### src/rtl/avalon_sram_master.sv
// Avalon-MM master that programs the SRAM-test register slave, kicks it, polls for
// completion and reads back the result. Optional poll timeout: SRAM_MASTER_TIMEOUT_EN.
module avalon_sram_master #(
    parameter int DONE_BIT = 0,
    parameter int POLL_GAP = 4,
    parameter int POLL_MAX = 1024
) (
    input  logic        clk,
    input  logic        reset,
    input  logic        start,
    input  logic [31:0] cfg_sta_addr,
    input  logic [31:0] cfg_area,
    input  logic [31:0] cfg_op,
    input  logic [31:0] cfg_enable,
    output logic        m_chipselect,
    output logic [2:0]  m_address,
    output logic        m_write,
    output logic        m_read,
    output logic [31:0] m_writedata,
    input  logic [31:0] m_readdata,
    input  logic        m_waitrequest,
    output logic        busy,
    output logic        done,
    output logic        timeout,
    output logic [31:0] res_addr,
    output logic [31:0] res_data,
    output logic [31:0] res_status
);

    // state   | meaning
    // IDLE    | waiting for start
    // WR_STA  | write reg 0 (start address)
    // WR_AREA | write reg 1 (area)
    // WR_OP   | write reg 2 (operation)
    // WR_EN   | write reg 4 (enable)
    // WR_SEND | write reg 3 = 1
    // WR_CLR  | write reg 3 = 0
    // POLL    | read status reg 7
    // GAP     | idle bus between polls
    // RD_ADDR | read result address reg 5
    // RD_DATA | read result data reg 6
    // FIN     | done pulse, back to IDLE
    typedef enum logic [3:0] {
        IDLE,
        WR_STA,
        WR_AREA,
        WR_OP,
        WR_EN,
        WR_SEND,
        WR_CLR,
        POLL,
        GAP,
        RD_ADDR,
        RD_DATA,
        FIN
    } state_t;

    localparam int GAP_W = (POLL_GAP > 1) ? $clog2(POLL_GAP) : 1;
    localparam logic [GAP_W-1:0] GAP_LOAD = GAP_W'((POLL_GAP > 0) ? POLL_GAP - 1 : 0);

    state_t state;
    state_t state_nx;

    logic [31:0]      cfg_sta_addr_q;
    logic [31:0]      cfg_area_q;
    logic [31:0]      cfg_op_q;
    logic [31:0]      cfg_enable_q;
    logic [GAP_W-1:0] gap_cnt;
    logic             xfer_ok;
    logic             status_done;
    logic             poll_limit;
    logic             start_ok;

    assign xfer_ok     = m_chipselect & (m_read | m_write) & ~m_waitrequest;
    assign status_done = m_readdata[DONE_BIT];
    assign start_ok    = (state == IDLE) & start;

`ifdef SRAM_MASTER_TIMEOUT_EN
    localparam int PC_W = (POLL_MAX > 1) ? $clog2(POLL_MAX) : 1;
    localparam logic [PC_W-1:0] PC_LOAD = PC_W'(POLL_MAX - 1);

    logic [PC_W-1:0] poll_cnt;
    logic            timed_out_q;

    // Down-counter reaches zero on the POLL_MAX-th poll.
    assign poll_limit = (poll_cnt == '0);
    assign timeout    = (state == FIN) & timed_out_q;
`else
    logic unused_poll_max;

    assign unused_poll_max = (POLL_MAX != 0);
    assign poll_limit      = 1'b0;
    assign timeout         = 1'b0;
`endif

    assign busy = (state != IDLE) && (state != FIN);
    assign done = (state == FIN);

    always_ff @(posedge clk) begin
        if (reset) begin
            state <= IDLE;
        end else begin
            state <= state_nx;
        end
    end

    always_comb begin
        state_nx     = state;
        m_chipselect = 1'b0;
        m_address    = 3'd0;
        m_write      = 1'b0;
        m_read       = 1'b0;
        m_writedata  = 32'd0;
        case (state)
            IDLE: begin
                if (start) state_nx = WR_STA;
            end
            WR_STA: begin
                m_chipselect = 1'b1;
                m_write      = 1'b1;
                m_address    = 3'd0;
                m_writedata  = cfg_sta_addr_q;
                if (xfer_ok) state_nx = WR_AREA;
            end
            WR_AREA: begin
                m_chipselect = 1'b1;
                m_write      = 1'b1;
                m_address    = 3'd1;
                m_writedata  = cfg_area_q;
                if (xfer_ok) state_nx = WR_OP;
            end
            WR_OP: begin
                m_chipselect = 1'b1;
                m_write      = 1'b1;
                m_address    = 3'd2;
                m_writedata  = cfg_op_q;
                if (xfer_ok) state_nx = WR_EN;
            end
            WR_EN: begin
                m_chipselect = 1'b1;
                m_write      = 1'b1;
                m_address    = 3'd4;
                m_writedata  = cfg_enable_q;
                if (xfer_ok) state_nx = WR_SEND;
            end
            WR_SEND: begin
                m_chipselect = 1'b1;
                m_write      = 1'b1;
                m_address    = 3'd3;
                m_writedata  = 32'd1;
                if (xfer_ok) state_nx = WR_CLR;
            end
            WR_CLR: begin
                m_chipselect = 1'b1;
                m_write      = 1'b1;
                m_address    = 3'd3;
                m_writedata  = 32'd0;
                if (xfer_ok) state_nx = POLL;
            end
            POLL: begin
                m_chipselect = 1'b1;
                m_read       = 1'b1;
                m_address    = 3'd7;
                if (xfer_ok) begin
                    if (status_done)     state_nx = RD_ADDR;
                    else if (poll_limit) state_nx = FIN;
                    else if (POLL_GAP == 0) state_nx = POLL;
                    else                 state_nx = GAP;
                end
            end
            GAP: begin
                if (gap_cnt == '0) state_nx = POLL;
            end
            RD_ADDR: begin
                m_chipselect = 1'b1;
                m_read       = 1'b1;
                m_address    = 3'd5;
                if (xfer_ok) state_nx = RD_DATA;
            end
            RD_DATA: begin
                m_chipselect = 1'b1;
                m_read       = 1'b1;
                m_address    = 3'd6;
                if (xfer_ok) state_nx = FIN;
            end
            FIN: begin
                state_nx = IDLE;
            end
            default: begin
                state_nx = IDLE;
            end
        endcase
    end

    always_ff @(posedge clk) begin
        if (reset) begin
            cfg_sta_addr_q <= 32'd0;
            cfg_area_q     <= 32'd0;
            cfg_op_q       <= 32'd0;
            cfg_enable_q   <= 32'd0;
            gap_cnt        <= '0;
            res_addr       <= 32'd0;
            res_data       <= 32'd0;
            res_status     <= 32'd0;
        end else begin
            if (start_ok) begin
                cfg_sta_addr_q <= cfg_sta_addr;
                cfg_area_q     <= cfg_area;
                cfg_op_q       <= cfg_op;
                cfg_enable_q   <= cfg_enable;
            end
            if ((state == POLL) && xfer_ok) begin
                res_status <= m_readdata;
                if (!status_done) gap_cnt <= GAP_LOAD;
            end
            if ((state == GAP) && (gap_cnt != '0)) gap_cnt <= gap_cnt - 1'b1;
            if ((state == RD_ADDR) && xfer_ok) res_addr <= m_readdata;
            if ((state == RD_DATA) && xfer_ok) res_data <= m_readdata;
        end
    end

`ifdef SRAM_MASTER_TIMEOUT_EN
    always_ff @(posedge clk) begin
        if (reset) begin
            poll_cnt    <= '0;
            timed_out_q <= 1'b0;
        end else begin
            if (start_ok) begin
                poll_cnt    <= PC_LOAD;
                timed_out_q <= 1'b0;
            end
            if ((state == POLL) && xfer_ok && !status_done) begin
                if (poll_limit) timed_out_q <= 1'b1;
                else            poll_cnt    <= poll_cnt - 1'b1;
            end
        end
    end
`endif

endmodule

### config.mk
export PLATFORM = sky130hd
export DESIGN_NAME = avalon_sram_master
export DESIGN_NICKNAME = d
export VERILOG_FILES = /design/src/rtl/avalon_sram_master.sv
export SDC_FILE = /design/constraint.sdc
export NUM_CORES = 1
export LEC_CHECK = 0
export BUFFER_PORTS_ARGS = -buffer_cell sky130_fd_sc_hd__buf_2
export CAP_MARGIN = 20
export CORE_UTILIZATION = 30
export CTS_CLUSTER_DIAMETER = 40
export DETAILED_ROUTE_END_ITERATION = 12
export PLACE_DENSITY = 0.51
export SLEW_MARGIN = 10
export SYNTH_ARGS = -nofsm -noshare
export SYNTH_HDL_FRONTEND = slang
export SYNTH_SLANG_ARGS = --single-unit
### constraint.sdc
create_clock -name clk -period 4.2 [get_ports clk]
set_input_delay 0.21 -clock clk [delete_from_list [all_inputs] [get_ports clk]]
set_output_delay 0.21 -clock clk [all_outputs]
set_load 0.005 [all_outputs]
==> flow_summary.toml, run 1 <==
[yosys]
ys_seq_area_frac = 0.5132
yosys_top_cell_area_share = 0.5132
synth.largest_area_cell = "sky130_fd_sc_hd__dfxtp_1"
synth_edf_count = 0
synth-seq-cells = 230
post_synth_and_or_nand_nor_area_fraction = 0.2149
synthesis.instances = 1170
share_of_synthesized_flip_flops_with_an_asynchronous_set_or_reset = 0
dominantRegCellSynth = "sky130_fd_sc_hd__dfxtp_1"
most_used_standard_cell_by_instance_count_after_synthesis = "sky130_fd_sc_hd__nand2_1"
netlist_top_cells_area = "sky130_fd_sc_hd__dfxtp_1 51%, sky130_fd_sc_hd__nand2_1 19%, sky130_fd_sc_hd__a21oi_1 13%"
ranking_of_synthesized_cells_by_instance_count = "452 x sky130_fd_sc_hd__nand2_1, 230 x sky130_fd_sc_hd__dfxtp_1, 227 x sky130_fd_sc_hd__a21oi_1"
postSynthAreaPerCell_sq_um = 7.668
synth_adder_area_share = 0.001395
synth.cell_area_sq_mm = 0.008971
yosys_warnings = 0
synth-xor-area-share = 0.001953
mappedNetlistNets = 1335
synth-compound-area-share = 0.2109
yosys-mux-area-fraction = 0.001116
post_synth_num_cell_types = 40
dominant_combinational_cell_family_by_area_after_synthesis = "simple AND/OR/NAND/NOR gates"

[clocking]
cts_sinks = 230
cts_setup_buffers = 0
clkTransAtPathRegs_ps = 50
root_buffer = "sky130_fd_sc_hd__clkbuf_16"
cts_tree = "yes"
clk_path_buf_depth = 3
clock_tree.htree_level_count = 2
cts_resized = 0
insertion_delay_ps = 520
cts_inserted_buffers = 42
cts_stage_hold_buffer_count = 159

[status]
run_status = "finished clean"

[place]
globalplace.congestion = 0.8000
io_buffers = 299
hpwl_um = 19950

[power_and_ir_drop]
vdd_drop_max_mv = 0.3244
power_switching_mw = 2.296
seq_power_share = 0.340
p_leak_nw = 5.651
share_clk_of_total_power = 0.465
share_comb_of_total_power = 0.195
power.switching_fraction = 0.2964
cellPowerDensity_mw_per_mm2 = 562.4
power_report.internal_total_mw = 5.449
totalPowerFinal_mw = 7.744

[setup_path]
critical_path_class = "register to output pin"
worstPathRequired_ps = 3990
crit_path_max_fanout = 18
crit_family = "simple AND/OR/NAND/NOR gates"
cp_data_arrival_time_ps = 3020
cp_slowest_cell = "sky130_fd_sc_hd__dfxtp_1"
timing.critical_path.cells = "nand2b_1, nor3_4, buf_4, a22oi_1, o21ai_0, buf_2"
critPathCaptureType = "output pin"
crit_path_start_kind = "register"
crit_buf_inv = 2
critical_path.max_stage_delay_ps = 720

[global_routing]
gr-usage-all-layers = 0.1992
grt_pass1_wl_um = 49250
first_global_vias = 9180
antenna_found_initial = 3
overflow = 0
grt_start_max_net_pins = 137

[detailed_routing]
detailedRoute.firstIterationViolations = 605
wl_per_cell_um = 15.62
routed_via_density = 4.758
dr_wl_met2_um = 14210
wl_met3_um = 2188
wirelength_um = 31300
drc_errors = 0
detail-route-antenna-nets = 0
highest-signal-layer = "met4"
met1_length_um = 14190
first_pass_iters = 4
vias = 9536

[sta]
report.final.hold_viol_count = 0
maxSlewViolCount = 0
report.final.setup_viol = 0
rsz_0062_raised_after_global_routing = "false"
worst_hold_slack_ps = 59.84
skew_ps = 17.89
fraction_of_the_cycle_the_final_worst_path_needs = 0.7695
final_setup_tns_ps = 0
timing.final.crit_period_ps = 3232
worstMarginPinSlew_ps = 1105
timing.max_slew.rel_slack = 0.2633
fmax_mhz = 309.4

[cells_and_area]
drive_gt1_frac = 0.2468
area.sequential_sq_mm = 0.004606
area_growth_pct = 53.49
multi_input_area_sq_mm = 0.003914
utilization_after_layout = 0.4733
fin_nets = 1752
fillCellCount = 2943

[floorplan]
initial_utilization = 0.3084
die_w_um = 174.9
core-area_sq_mm = 0.02909
dieArea_sq_mm = 0.03060
fp-row-count = 62
io_pins = 301
chipHeight_um = 174.9

[hold_path]
holdCritPathClass = "input port to register"

[run]
cap_violations = 0
[metrics by stage]
step                instance area, sq um  std cells  setup slack (ps)
global route                       13770       2004             701.7
floorplan                           8971       1170              2689
finish                             13770       2004             968.1
detailed placement                 10660       1767              1283
CTS                                13750       2000             752.9
global placement                   10660       1767              1350
[metal layers]
metal,GRT usage,up-vias
met5,0,-
met4,0.06087,0
met3,0.04678,59
met2,0.3146,338
met1,0.2681,4388
li1,-,4751
[worst reg2reg max path, stage by stage, from the launching register on]
cell	delay (ps)
sky130_fd_sc_hd__dfxtp_2	600
sky130_fd_sc_hd__nor2_1	370
sky130_fd_sc_hd__and3_4	750
sky130_fd_sc_hd__buf_4	470
sky130_fd_sc_hd__nand2_1	100
sky130_fd_sc_hd__a21oi_1	140
[power by group through the flow]
stage	combinational [mW]	sequential [mW]	clock (mW)
final	1.51	2.63	3.60
after global routing	1.70	2.67	3.77
after CTS	1.52	2.63	3.67
after detailed placement	1.40	2.67	0
after global placement	1.39	2.67	0
after floorplan	0.984	2.58	0
[placed cells by master, fill, tap and decap left out, types with 3 or more instances in the layout]
cell                            instances
sky130_fd_sc_hd__nand3_1                4
sky130_fd_sc_hd__a21oi_1              227
sky130_fd_sc_hd__inv_1                  6
sky130_fd_sc_hd__clkinv_2               7
sky130_fd_sc_hd__diode_2                3
sky130_fd_sc_hd__o21ai_1               17
sky130_fd_sc_hd__bufinv_16              9
sky130_fd_sc_hd__a211oi_1               3
sky130_fd_sc_hd__nor3_4                 4
sky130_fd_sc_hd__clkbuf_1               3
sky130_fd_sc_hd__o22ai_1                3
sky130_fd_sc_hd__nand2_1              452
sky130_fd_sc_hd__a22oi_1               62
sky130_fd_sc_hd__nor3_1                 7
sky130_fd_sc_hd__clkinv_4               6
sky130_fd_sc_hd__dfxtp_1              229
sky130_fd_sc_hd__buf_2                298
sky130_fd_sc_hd__clkbuf_16             43
sky130_fd_sc_hd__inv_6                  3
sky130_fd_sc_hd__dlygate4sd3_1        159
sky130_fd_sc_hd__buf_4                 12
sky130_fd_sc_hd__nor2_1                 5
sky130_fd_sc_hd__o21ai_0               21
[registers in the layout (all words and copies together), names as in the netlist]
signal          flops
cfg_area_q         32
cfg_enable_q       32
cfg_op_q           32
cfg_sta_addr_q     32
res_addr           32
res_data           32
res_status         32
state               4
gap_cnt             2
[final timing paths]
| check | from | endpoint | slack, ps | cells after the start |
|---|---|---|---|---|
| setup / recovery | state[1]$_SDFFE_PP0P_ | m_writedata[26] | 970 | 6 |
| hold / removal | m_readdata[0] | res_addr[0]$_SDFFE_PP0P_ | 60 | 3 |
| setup reg to reg | state[3]$_SDFFE_PP0P_ | cfg_area_q[22]$_SDFFE_PP0P_ | 1690 | 5 |
| hold reg to reg | res_addr[2]$_SDFFE_PP0P_ | res_addr[2]$_SDFFE_PP0P_ | 450 | 2 |
[area by class of cell]
type                    count  share of cell area
multi-input cells         834              0.2842
repair buffers            473              0.2353
well taps                 384             0.03489
diodes                      3           0.0005452
clock inverters            27             0.02899
inverters                   6            0.001636
clock buffers              47             0.07996
flip-flops and latches    230              0.3345
[logic make-up (layout without fill, tap and decap cells)]
| group | after synthesis | after routing |
|---|---|---|
| fa+ha+maj | 1 | 1 |
| xor+xnor | 2 | 2 |
| compound gates | 340 | 340 |
| flops | 230 | 230 |
| other cells | 1 | 4 |
| buf+inv | 106 | 553 |
| mux | 1 | 1 |
| simple gates | 489 | 489 |
Note: power is estimated with default switching activity, not from simulation.
==> run 2, diff against run 1 <==
--- a/config.mk
+++ b/config.mk
@@ -5,12 +5,13 @@
 export SDC_FILE = /design/constraint.sdc
 export NUM_CORES = 1
 export LEC_CHECK = 0
+export ABC_AREA = 1
 export BUFFER_PORTS_ARGS = -buffer_cell sky130_fd_sc_hd__buf_2
 export CAP_MARGIN = 20
 export CORE_UTILIZATION = 30
 export CTS_CLUSTER_DIAMETER = 40
 export DETAILED_ROUTE_END_ITERATION = 12
-export PLACE_DENSITY = 0.51
+export PLACE_DENSITY = 0.53
 export SLEW_MARGIN = 10
 export SYNTH_ARGS = -nofsm -noshare
 export SYNTH_HDL_FRONTEND = slang
==> constraint.sdc (replaced) <==
create_clock -name clk -period 2.9 [get_ports clk]
set_input_delay 0.145 -clock clk [delete_from_list [all_inputs] [get_ports clk]]
set_output_delay 0.145 -clock clk [all_outputs]
set_load 0.005 [all_outputs]
==> run 2 against run 1 <==
Against the previous run:
- clock skew is 1.9 ps lower
- global-route usage is 0.63 points higher
- register-to-register slack worse by 900 ps
- die area is 3.3% higher
- largest cell class unchanged
- worst hold slack better by 5.5 ps
- flip-flop and latch count stayed put
==> flow_summary.toml, run 2 <==
[status]
run_status = "finished clean"

[sta]
final_setup_tns_ps = 0
fraction_of_the_cycle_the_final_worst_path_needs = 0.9224
rsz_0062_raised_after_global_routing = "false"
worstMarginPinSlew_ps = 945.8
report.final.hold_viol_count = 0
worst_hold_slack_ps = 65.34
report.final.setup_viol = 0
timing.max_slew.rel_slack = 0.3694
fmax_mhz = 373.8
skew_ps = 15.99
fin_ws_ps = 225.0
timing.final.crit_period_ps = 2675
maxSlewViolCount = 0

[setup_path]
critical_path.max_stage_delay_ps = 560
timing.critical_path.cells = "inv_1, nor2_1, inv_1, nor2_4, buf_4, nand2_1, o2111ai_1, buf_2"
crit_path_start_kind = "register"
cp_common_cell = "sky130_fd_sc_hd__inv_1"
crit_path_max_fanout = 24
cp_data_arrival_time_ps = 2530
cp_slowest_cell = "sky130_fd_sc_hd__nor2_4"
critical_path_class = "register to output pin"
critPathCaptureType = "output pin"
worstPathRequired_ps = 2760

[place]
postPlaceCellArea_sq_mm = 0.01100
place_inst = 1835
preCtsSetupSlack_ps = 790.2
hpwl_um = 20940
io_buffers = 299
globalplace.congestion = 0.7861

[yosys]
share_of_synthesized_flip_flops_with_an_asynchronous_set_or_reset = 0
netlist_top_cells_area = "sky130_fd_sc_hd__dfxtp_1 50%, sky130_fd_sc_hd__a21oi_1 12%, sky130_fd_sc_hd__nand2_1 11%"
most_used_standard_cell_by_instance_count_after_synthesis = "sky130_fd_sc_hd__nand2_1"
synth.largest_area_cell = "sky130_fd_sc_hd__dfxtp_1"
yosys_top_cell_area_share = 0.4968
yosys_warnings = 0
synth-seq-cells = 230
synth.cell_area_sq_mm = 0.009268
dominantRegCellSynth = "sky130_fd_sc_hd__dfxtp_1"
synth_edf_count = 0
mappedNetlistNets = 1393
ys_seq_area_frac = 0.4968
ranking_of_synthesized_cells_by_instance_count = "278 x sky130_fd_sc_hd__nand2_1, 230 x sky130_fd_sc_hd__dfxtp_1, 229 x sky130_fd_sc_hd__a21oi_1"
postSynthAreaPerCell_sq_um = 7.547
synthesis.instances = 1228
post_synth_num_cell_types = 23

[floorplan]
dieArea_sq_mm = 0.03160
chipHeight_um = 177.8
fp-row-count = 63
initial_utilization = 0.3086
io_pins = 301
core-area_sq_mm = 0.03003
die_w_um = 177.8

[hold_path]
holdCritPathClass = "input port to register"

[clocking]
cts_tree = "yes"
insertion_delay_ps = 510
cts_sinks = 230
clkTransAtPathRegs_ps = 50
clk_path_buf_depth = 3
root_buffer = "sky130_fd_sc_hd__clkbuf_16"
cts_inserted_buffers = 42
cts_resized = 0
cts_stage_hold_buffer_count = 160
clock_tree.htree_level_count = 2
cts_setup_buffers = 0

[cells_and_area]
drive_gt1_frac = 0.2449
area_growth_pct = 51.79
utilization_after_layout = 0.4684
fin_nets = 1814
final_common_cell = "sky130_fd_sc_hd__buf_2"
post_route_non_filler_standard_cell_count = 2076
most-common-layout-cells = "297 x sky130_fd_sc_hd__buf_2, 278 x sky130_fd_sc_hd__nand2_1, 230 x sky130_fd_sc_hd__dfxtp_1"
finalInstanceArea_sq_mm = 0.01407

[global_routing]
antenna_found_initial = 4
first_global_vias = 9771
overflow = 0
grt_pass1_wl_um = 51750
grt_start_max_net_pins = 95
gr-usage-all-layers = 0.2055

[run]
cap_violations = 0

[detailed_routing]
wirelength_um = 32920
detailedRoute.firstIterationViolations = 612
drc_errors = 0
first_pass_iters = 6
detail-route-antenna-nets = 0
wl_per_cell_um = 15.86
vias = 9918
routed_via_density = 4.777

[power_and_ir_drop]
totalPowerFinal_mw = 11.80
p_leak_nw = 5.838
vdd_drop_max_mv = 0.4872
cellPowerDensity_mw_per_mm2 = 838.7
==> run 2: metal layers <==
| metal | track usage | wire length [um] | vias up | share of wire |
|---|---|---|---|---|
| met5 | 0 | 0 | - | 0 |
| met4 | 0.09615 | 1281 | 0 | 0.039 |
| met3 | 0.03770 | 1647 | 88 | 0.050 |
| met2 | 0.3330 | 15350 | 297 | 0.47 |
| met1 | 0.2632 | 14650 | 4551 | 0.44 |
| li1 | - | - | 4982 | - |
==> run 2: cell families (layout without fill, tap and decap cells) <==
group	after synthesis	count (layout)	share of synthesized area
buffers and inverters	189	643	0.08681
adders and majority gates	1	1	0.001350
DFF	230	230	0.4968
and+or+nand+nor	473	473	0.2205
AOI/OAI and AO/OA	334	334	0.1941
other	1	5	0.0004046
==> run 2: layout make-up <==
class | count | area (sq um)
fillers | 2987 | 15970
flip-flops and latches | 230 | 4604
multi-input cells | 809 | 3879
repair buffers | 479 | 3307
clock buffers | 55 | 1171
well taps | 390 | 488.0
inverters | 87 | 327.8
clock inverters | 22 | 280.3
diodes | 4 | 10.01
==> run 2: final timing paths <==
kind	start	end	slack (ps)	cells past startpoint
worst max register to register	state[0]$_SDFFE_PP0P_	cfg_op_q[27]$_SDFFE_PP0P_	790	7
worst min register to register	res_addr[22]$_SDFFE_PP0P_	res_addr[22]$_SDFFE_PP0P_	440	2
worst min-delay path	m_waitrequest	state[2]$_SDFFE_PP0P_	70	4
worst max-delay path	state[0]$_SDFFE_PP0P_	m_writedata[10]	220	8
==> run 2: report_power, final <==
group / internal [mW] / switching, mW / total [mW] / leakage, nW
logic: 1.03 / 1.88 / 2.91 / 3.25
registers: 3.67 / 0.242 / 3.91 / 1.87
clock network: 3.31 / 1.67 / 4.98 / 0.714
==> run 2: critical path: cells and delay by family, from the launching register on <==
kind | cells | cell delay, ps
simple gates | 3 | 760
compound gates | 1 | 90
buf+inv | 4 | 660
flops | 1 | 500
